===== src/rtl/share_encoder.sv =====
// share_encoder: collects four 32-bit plain words into a 128-bit block, masks
// it with 128*(d-1) fresh random bits and presents the d-share bitsliced
// result on a valid/ready output. The unmasked block only lives in buf_reg.
module share_encoder #(
    parameter int d = 2
) (
    input  logic                 clk,
    input  logic                 rst,
    input  logic [31:0]          in_data,
    input  logic                 in_valid,
    output logic                 in_ready,
    input  logic [128*(d-1)-1:0] rnd_in,
    input  logic                 rnd_valid,
    output logic                 rnd_ready,
    output logic [128*d-1:0]     sh_out,
    output logic                 out_valid,
    input  logic                 out_ready
);

    typedef enum logic [1:0] {
        COLLECT = 2'd0,
        MASK    = 2'd1,
        OUTPUT  = 2'd2
    } state_t;

    state_t             state_reg;
    state_t             state_next;
    logic [1:0]         wcnt_reg;
    logic [31:0]        buf_reg [4];
    logic [127:0]       plain_block;
    logic [128*d-1:0]   sh_reg;
    logic [128*d-1:0]   sh_next;
    logic               word_accept;
    logic               rnd_accept;

    assign word_accept = in_ready && in_valid;
    assign rnd_accept  = rnd_ready && rnd_valid;
    assign sh_out      = sh_reg;

    genvar gi;

    // Word slot gi is block bytes 4*gi..4*gi+3, so slots concatenate directly.
    generate
        for (gi = 0; gi < 4; gi++) begin : g_word
            assign plain_block[32*gi +: 32] = buf_reg[gi];

            // Capture the accepted word into its slot.
            always_ff @(posedge clk) begin
                if (rst) begin
                    buf_reg[gi] <= '0;
                end else if (word_accept && (wcnt_reg == 2'(gi))) begin
                    buf_reg[gi] <= in_data;
                end
            end
        end
    endgenerate

    // Global bit b = 8*byte+bit occupies sh_out[d*b +: d]; share 0 at the LSB
    // absorbs the plain bit, shares 1..d-1 are the raw random bits of b.
    generate
        for (gi = 0; gi < 128; gi++) begin : g_bit
            logic [d-2:0] rb;
            assign rb = rnd_in[(d-1)*gi +: (d-1)];
            assign sh_next[d*gi +: d] = {rb, plain_block[gi] ^ (^rb)};
        end
    endgenerate

    // State register.
    always_ff @(posedge clk) begin
        if (rst) begin
            state_reg <= COLLECT;
        end else begin
            state_reg <= state_next;
        end
    end

    // Next-state and handshake outputs; each state owns exactly one interface.
    always_comb begin
        state_next = state_reg;
        in_ready   = 1'b0;
        rnd_ready  = 1'b0;
        out_valid  = 1'b0;
        case (state_reg)
            COLLECT: begin
                in_ready = 1'b1;
                if (in_valid && (wcnt_reg == 2'd3)) begin
                    state_next = MASK;
                end
            end
            MASK: begin
                rnd_ready = 1'b1;
                if (rnd_valid) begin
                    state_next = OUTPUT;
                end
            end
            OUTPUT: begin
                out_valid = 1'b1;
                if (out_ready) begin
                    state_next = COLLECT;
                end
            end
            default: begin
                state_next = COLLECT;
            end
        endcase
    end

    // Word counter wraps naturally after slot 3; masked block registered on
    // the randomness handshake and held until the next one.
    always_ff @(posedge clk) begin
        if (rst) begin
            wcnt_reg <= 2'd0;
            sh_reg   <= '0;
        end else begin
            if (word_accept) begin
                wcnt_reg <= wcnt_reg + 2'd1;
            end
            if (rnd_accept) begin
                sh_reg <= sh_next;
            end
        end
    end

endmodule


===== config.mk =====
export PLATFORM = sky130hd
export DESIGN_NAME = share_encoder
export DESIGN_NICKNAME = d
export VERILOG_FILES = /design/src/rtl/share_encoder.sv
export SDC_FILE = /design/constraint.sdc
export NUM_CORES = 1
export LEC_CHECK = 0
export CORE_MARGIN = 2
export CORE_UTILIZATION = 25
export CTS_CLUSTER_SIZE = 12
export DETAILED_ROUTE_END_ITERATION = 6
export HOLD_SLACK_MARGIN = 0.05
export PLACE_DENSITY = 0.53
export SLEW_MARGIN = 20
export SYNTH_ARGS = -nofsm -noshare
export SYNTH_HDL_FRONTEND = slang
export SYNTH_SLANG_ARGS = --single-unit
export TNS_END_PERCENT = 1

===== constraint.sdc =====
create_clock -name clk -period 2.8 [get_ports clk]
set_clock_uncertainty 0.15 [all_clocks]
set_input_delay 0.56 -clock clk [delete_from_list [all_inputs] [get_ports clk]]
set_output_delay 0.56 -clock clk [all_outputs]
set_load 0.02 [all_outputs]

==> results.cfg, run 1 <==
[critical_path]
arrival_ns = 1.98
start_kind = flip-flop
reg2reg_slack_ns = 0.86
r2r-start = state_reg[0]$_SDFFE_PP0P_
critPathCapture = rnd_ready
critPathLaunch = state_reg[0]$_SDFFE_PP0P_
path_max_fanout = 8
end_kind = primary output
r2r-end = buf_reg[0][27]$_SDFFCE_PN0P_
worstRegToRegCells = 3
critPathRequiredTime_ns = 2.09
crit_type = flip-flop to primary output

[clock_network]
clk_pin_slew_ns = 0.06
tritoncts = yes
cts_sinks = 388
cts_resized = 0
cts_buffer_depth = 3
cts-buffers-inserted = 48
post-cts-setup-buffers = 0
h-tree-depth = 2
clk_latency_ns = 0.58
cts_root_buffer = clkbuf_16
holdBufCountCts = 0

[logic_synthesis]
synth.top_cell.area_share_pct = 30.9
seq_area_frac_synth_pct = 53.7
synth.area.mux_share_pct = 7.73
yosysWarningCount = 0
synth_top_family_by_area = simple AND/OR/NAND/NOR gates
synth_xor_area_share_pct = 6.65
syn_nets = 1629
synth_compound_area_share_pct = 6.95
synth_area_per_cell_um2 = 11.5
synth-simple-area-share_pct = 17.4
syn_area_mm2 = 0.0169
synth-seq-cells = 388
synth_area_leaders = dfxtp_1 (31%), edfxtp_1 (23%), nand2b_1 (9.6%), mux2i_1 (7.7%), nor3_2 (7.1%)
synth_area_leader_cell = dfxtp_1
synth_adder_area_share_pct = 0.297
syn_inst = 1460
synth_cell_types = 26

[place]
dp_hpwl_um = 39400
gp_congestion = 0.764
placed_area_mm2 = 0.0220
place.port_buffers = 423

[detailed_routing]
wl_um = 56700
firstDrtPassIters = 4
vias_per_cell = 4.29
vias = 11800
wl_per_cell_um = 20.6
final_antenna_net_count = 0
drc = 0
drtIter0Drc = 749

[timing]
slew_violations = 0
finalHoldViolCount = 0
setup_violations = 0
rsz0062_at_grt = false
setup_tns_ns = 0
period_minus_slack_ns = 2.69
timing.fmax_mhz = 372
finalCritPeriodShare_pct = 96.0
relSlewSlack_pct = 43.6
worst_slew_pin_slew_ns = 0.847

[die]
initial_core_util_pct = 25.2
num_rows = 95
pin_count = 424
dieArea_mm2 = 0.0695
dieHeight_um = 264
die_width_um = 264
core_mm2 = 0.0669

[cells_and_area]
largest_reg_flops = 256
seq_area_mm2 = 0.00905
nFillCells = 6610
syn2layout_area_growth_pct = 39.7
nNetsFinal = 2015
design_area_mm2 = 0.0236
drive_gt1_share_pct = 11.7
multiInputGateArea_mm2 = 0.00661

[power]
vdd_drop_max_v = 0.000414
leakagePower_uw = 0.00753
p_per_area_mw_per_mm2 = 568

[global_routing]
grt_pass1_vias = 12000
antenna_found_initial = 5
grt_start_max_net_pins = 198
grt_usage_pct = 15.9
gr-total-overflow = 0
grt_pass1_wl_um = 81800

[min_path]
hp-class = input port to flip-flop
hold_path_depth = 2

[job]
cap_viol_max_count = 0

[run_status]
outcome = finished, final reports clean
kinds of logic (layout without fill, tap and decap cells):
kind of cell               Yosys count  after routing
xor gates and xnor gates           128            128
DFF                                388            388
and+or+nand+nor                    397            397
buffers and inverters              279            704
AOI/OAI and AO/OA                  134            134
other                                0              2
muxes                              130            130
adders and majority gates            4              4
metal layers:
layer	GRT usage, %	part of all wire (%)	vias to the layer above
met1	19.3	42	5697
met2	27.6	50	305
li1	-	-	5750
met4	4.34	2.3	6
met5	0	0.074	-
met3	4.27	6.0	71
cells in the final DEF, fill, tap and decap left out, drive strengths merged, types with 4 or more instances in the layout:
master           n
clkinv          15
clkdlybuf4s50  422
dfxtp          260
buf             27
bufinv           4
nand2b         258
nor3           128
a21o             4
ha               4
o32ai          128
xnor2          128
edfxtp         128
clkbuf          68
inv            168
mux2i          129
area by class of cell:
cell class / count / area share, %
well taps: 873 / 4.64
clock inverters: 21 / 0.871
clock buffers: 68 / 5.64
multi-input cells: 793 / 28.0
repair buffers: 449 / 19.7
inverters: 166 / 2.65
flip-flops and latches: 388 / 38.4
diodes: 2 / 0.0212
synth_stat cells:
cell,instances
inv_1,166
a21o_1,4
dfxtp_1,260
o32ai_1,128
xnor2_1,128
nor3b_1,1
edfxtp_1,128
nor3b_2,1
mux2i_1,129
buf_6,13
buf_2,24
buf_4,13
nor3_2,120
buf_1,4
nor2b_1,3
clkbuf_1,59
nor3_1,8
nand2b_1,258
or4b_4,1
and3b_1,1
mux2_2,1
ha_1,4
o21ba_1,1
nor2_1,3
a2bb2o_1,1
nand4bb_1,1
power breakdown:
| group | leakage, µW | switching [µW] | internal [µW] |
|---|---|---|---|
| sequential | 0.00344 | 114 | 5970 |
| clock | 0.000748 | 2470 | 3660 |
| combinational | 0.00334 | 624 | 550 |
critical path: stages, from the launching register on:
cell and delay (ns):
dfxtp_1 0.52, nor2b_1 0.21, clkdlybuf4s50_1 0.67
how the worst min path moves through the flow:
stage	start	end	slack, ns
4_1_cts	rst	sh_out[254]$_SDFFE_PP0P_	0.12
2_1_floorplan	wcnt_reg[1]$_SDFFE_PP0N_	wcnt_reg[1]$_SDFFE_PP0N_	0.33
6_report	rst	sh_out[254]$_SDFFE_PP0P_	0.15
5_1_grt	rst	sh_out[254]$_SDFFE_PP0P_	0.13
3_3_place_gp	sh_out[85]$_SDFFE_PP0P_	sh_out[85]$_SDFFE_PP0P_	0.31
3_5_place_dp	sh_out[63]$_SDFFE_PP0P_	sh_out[63]$_SDFFE_PP0P_	0.31
stage by stage:
step | std cells | total power (µW) | utilization [%] | hold slack, ns | setup slack (ns)
final | 2760 | 13400 | 35.2 | 0.154 | 0.112
after global placement | 2669 | 7400 | 32.9 | 0.307 | 0.343
after CTS | 2758 | 13600 | 35.2 | 0.117 | 0.0666
after global routing | 2760 | 14000 | 35.2 | 0.131 | 0.0408
after detailed placement | 2669 | 7400 | 32.9 | 0.310 | 0.325
after floorplan | 1460 | 6800 | - | 0.331 | 0.307
Note: power is estimated with default switching activity, not from simulation.
==> run 2: changes to the inputs <==
- TNS_END_PERCENT: 1 -> 10
==> results of run 2 <==
The final DEF is identical to that of run 1; final timing and power are the same.
==> run 3: changes to the inputs <==
- GPL_TIMING_DRIVEN: default -> 0
==> results.cfg, run 3 (same netlist as run 1, synthesis figures left out) <==
[run_status]
outcome = finished, final reports clean

[timing]
hold_ws_ns = 0.321
rsz0062_at_grt = false
relSlewSlack_pct = 47.7
setup_tns_ns = 0
fin_ws_ns = 0.145
finalCritPeriodShare_pct = 94.8
worst_slew_pin_slew_ns = 0.784
setup_violations = 0
slew_violations = 0
timing.fmax_mhz = 377
period_minus_slack_ns = 2.66
finalHoldViolCount = 0

[clock_network]
clk_latency_ns = 0.58
cts_buffer_depth = 3
h-tree-depth = 2
cts-buffers-inserted = 48
cts_sinks = 388
tritoncts = yes
cts_root_buffer = clkbuf_16
clk_pin_slew_ns = 0.06

[critical_path]
crit_type = flip-flop to primary output
start_kind = flip-flop
r2r-end = buf_reg[1][23]$_SDFFCE_PN0P_
critPathRequiredTime_ns = 2.09
worstRegToRegCells = 2
end_kind = primary output
arrival_ns = 1.95
r2r-start = state_reg[1]$_SDFFE_PP0P_
critPathCapture = rnd_ready
reg2reg_slack_ns = 0.58
path_max_fanout = 8
critPathLaunch = state_reg[0]$_SDFFE_PP0P_

[detailed_routing]
wl_met2_um = 32300
wl_per_cell_um = 22.3
wl_met3_um = 3210
wl_um = 63400
final_antenna_net_count = 0
maxUsedRoutingLayer = met5
drtIter0Drc = 691
vias_per_cell = 4.34
met1_length_um = 26100
vias = 12400
firstDrtPassIters = 5
drc = 0

[die]
pin_count = 424
dieHeight_um = 264
initial_core_util_pct = 25.2
dieArea_mm2 = 0.0695
num_rows = 95
die_width_um = 264
core_mm2 = 0.0669

[min_path]
hp-class = flip-flop to flip-flop

[cells_and_area]
final_core_utilization_pct = 35.5
syn2layout_area_growth_pct = 40.8
nNetsFinal = 2102
largest_reg_flops = 256
drive_gt1_share_pct = 12.5
nFillCells = 6628
final_cell_mix = clkdlybuf4s50_1 (422), dfxtp_1 (260), nand2b_1 (258)
layout_commonest_cell = clkdlybuf4s50_1

[job]
cap_viol_max_count = 0

[global_routing]
antenna_found_initial = 6
gr-total-overflow = 0
grt_usage_pct = 17.6
grt_start_max_net_pins = 33
grt_pass1_vias = 12500
grt_pass1_wl_um = 88400

[place]
gp_congestion = 0.792
dp_hpwl_um = 46400
place.port_buffers = 422
pre_cts_slack_ns = -0.655

[power]
leakagePower_uw = 0.00767
p_per_area_mw_per_mm2 = 565
power.total_uw = 13400
vdd_drop_max_v = 0.000396
[run 3: changes by cell type in the layout (fill, tap and decap cells not counted), moves of 7 or more]
| cell | previous run | this run |
|---|---|---|
| buf_2 | 0 | 24 |
| buf_6 | 0 | 13 |
| buf_12 | 17 | 0 |
| clkbuf_1 | 16 | 74 |
| clkinv_1 | 9 | 2 |
[run 3: layout make-up]
| class | instances | area (µm²) | area share (%) |
|---|---|---|---|
| flip-flops and latches | 388 | 9050 | 38.1 |
| well taps | 873 | 1090 | 4.60 |
| clock buffers | 73 | 1390 | 5.85 |
| repair buffers | 423 | 4250 | 17.9 |
| diodes | 4 | 10.0 | 0.0422 |
| inverters | 166 | 623 | 2.63 |
| clock inverters | 13 | 116 | 0.490 |
| multi-input cells | 793 | 6600 | 27.8 |
| plain buffers | 113 | 606 | 2.55 |
[run 3: layer usage]
metal  global-route usage [%]  vias to the layer above
met3                     3.77                       94
li1                         -                     5941
met5                        0                        -
met4                     5.51                        4
met2                     31.5                      313
met1                     21.0                     6005
[run 3: worst max-delay path, stage by stage, from the launching register on]
cell	delay (ns)
dfxtp_1	0.47
nor2b_1	0.22
clkdlybuf4s50_1	0.67
[run 3: how the worst min path moves through the flow]
stage	startpoint	cells after the start	endpoint	slack, ns
after floorplan	wcnt_reg[1]$_SDFFE_PP0N_	2	wcnt_reg[1]$_SDFFE_PP0N_	0.33
after global placement	sh_out[201]$_SDFFE_PP0P_	2	sh_out[201]$_SDFFE_PP0P_	0.31
after detailed placement	sh_out[61]$_SDFFE_PP0P_	2	sh_out[61]$_SDFFE_PP0P_	0.31
after CTS	sh_out[2]$_SDFFE_PP0P_	2	sh_out[2]$_SDFFE_PP0P_	0.32
after global routing	sh_out[49]$_SDFFE_PP0P_	2	sh_out[49]$_SDFFE_PP0P_	0.34
final	sh_out[116]$_SDFFE_PP0P_	2	sh_out[116]$_SDFFE_PP0P_	0.32
[run 3: repair_timing]
action / 4_1_cts / 5_1_grt
setup endpoints to repair: 32 / 0
hold buffers: 0 / 0
buffers inserted: 0 / 0
gates resized for setup: 2 / 0
[run 3: power breakdown]
group / total [µW] / leakage (µW) / internal, µW / switching, µW
Sequential: 6070 / 0.00344 / 5970 / 95.7
Combinational: 1250 / 0.00349 / 555 / 694
Clock: 6090 / 0.000741 / 3590 / 2500
Total: 13400 / 0.00767 / 10100 / 3290
[run 3: per-stage QoR]
step	area, µm²	std cells
3_5_place_dp	22200	2756
2_1_floorplan	16900	1460
5_1_grt	23700	2845
4_1_cts	23700	2842
6_report	23700	2846
3_3_place_gp	22200	2755
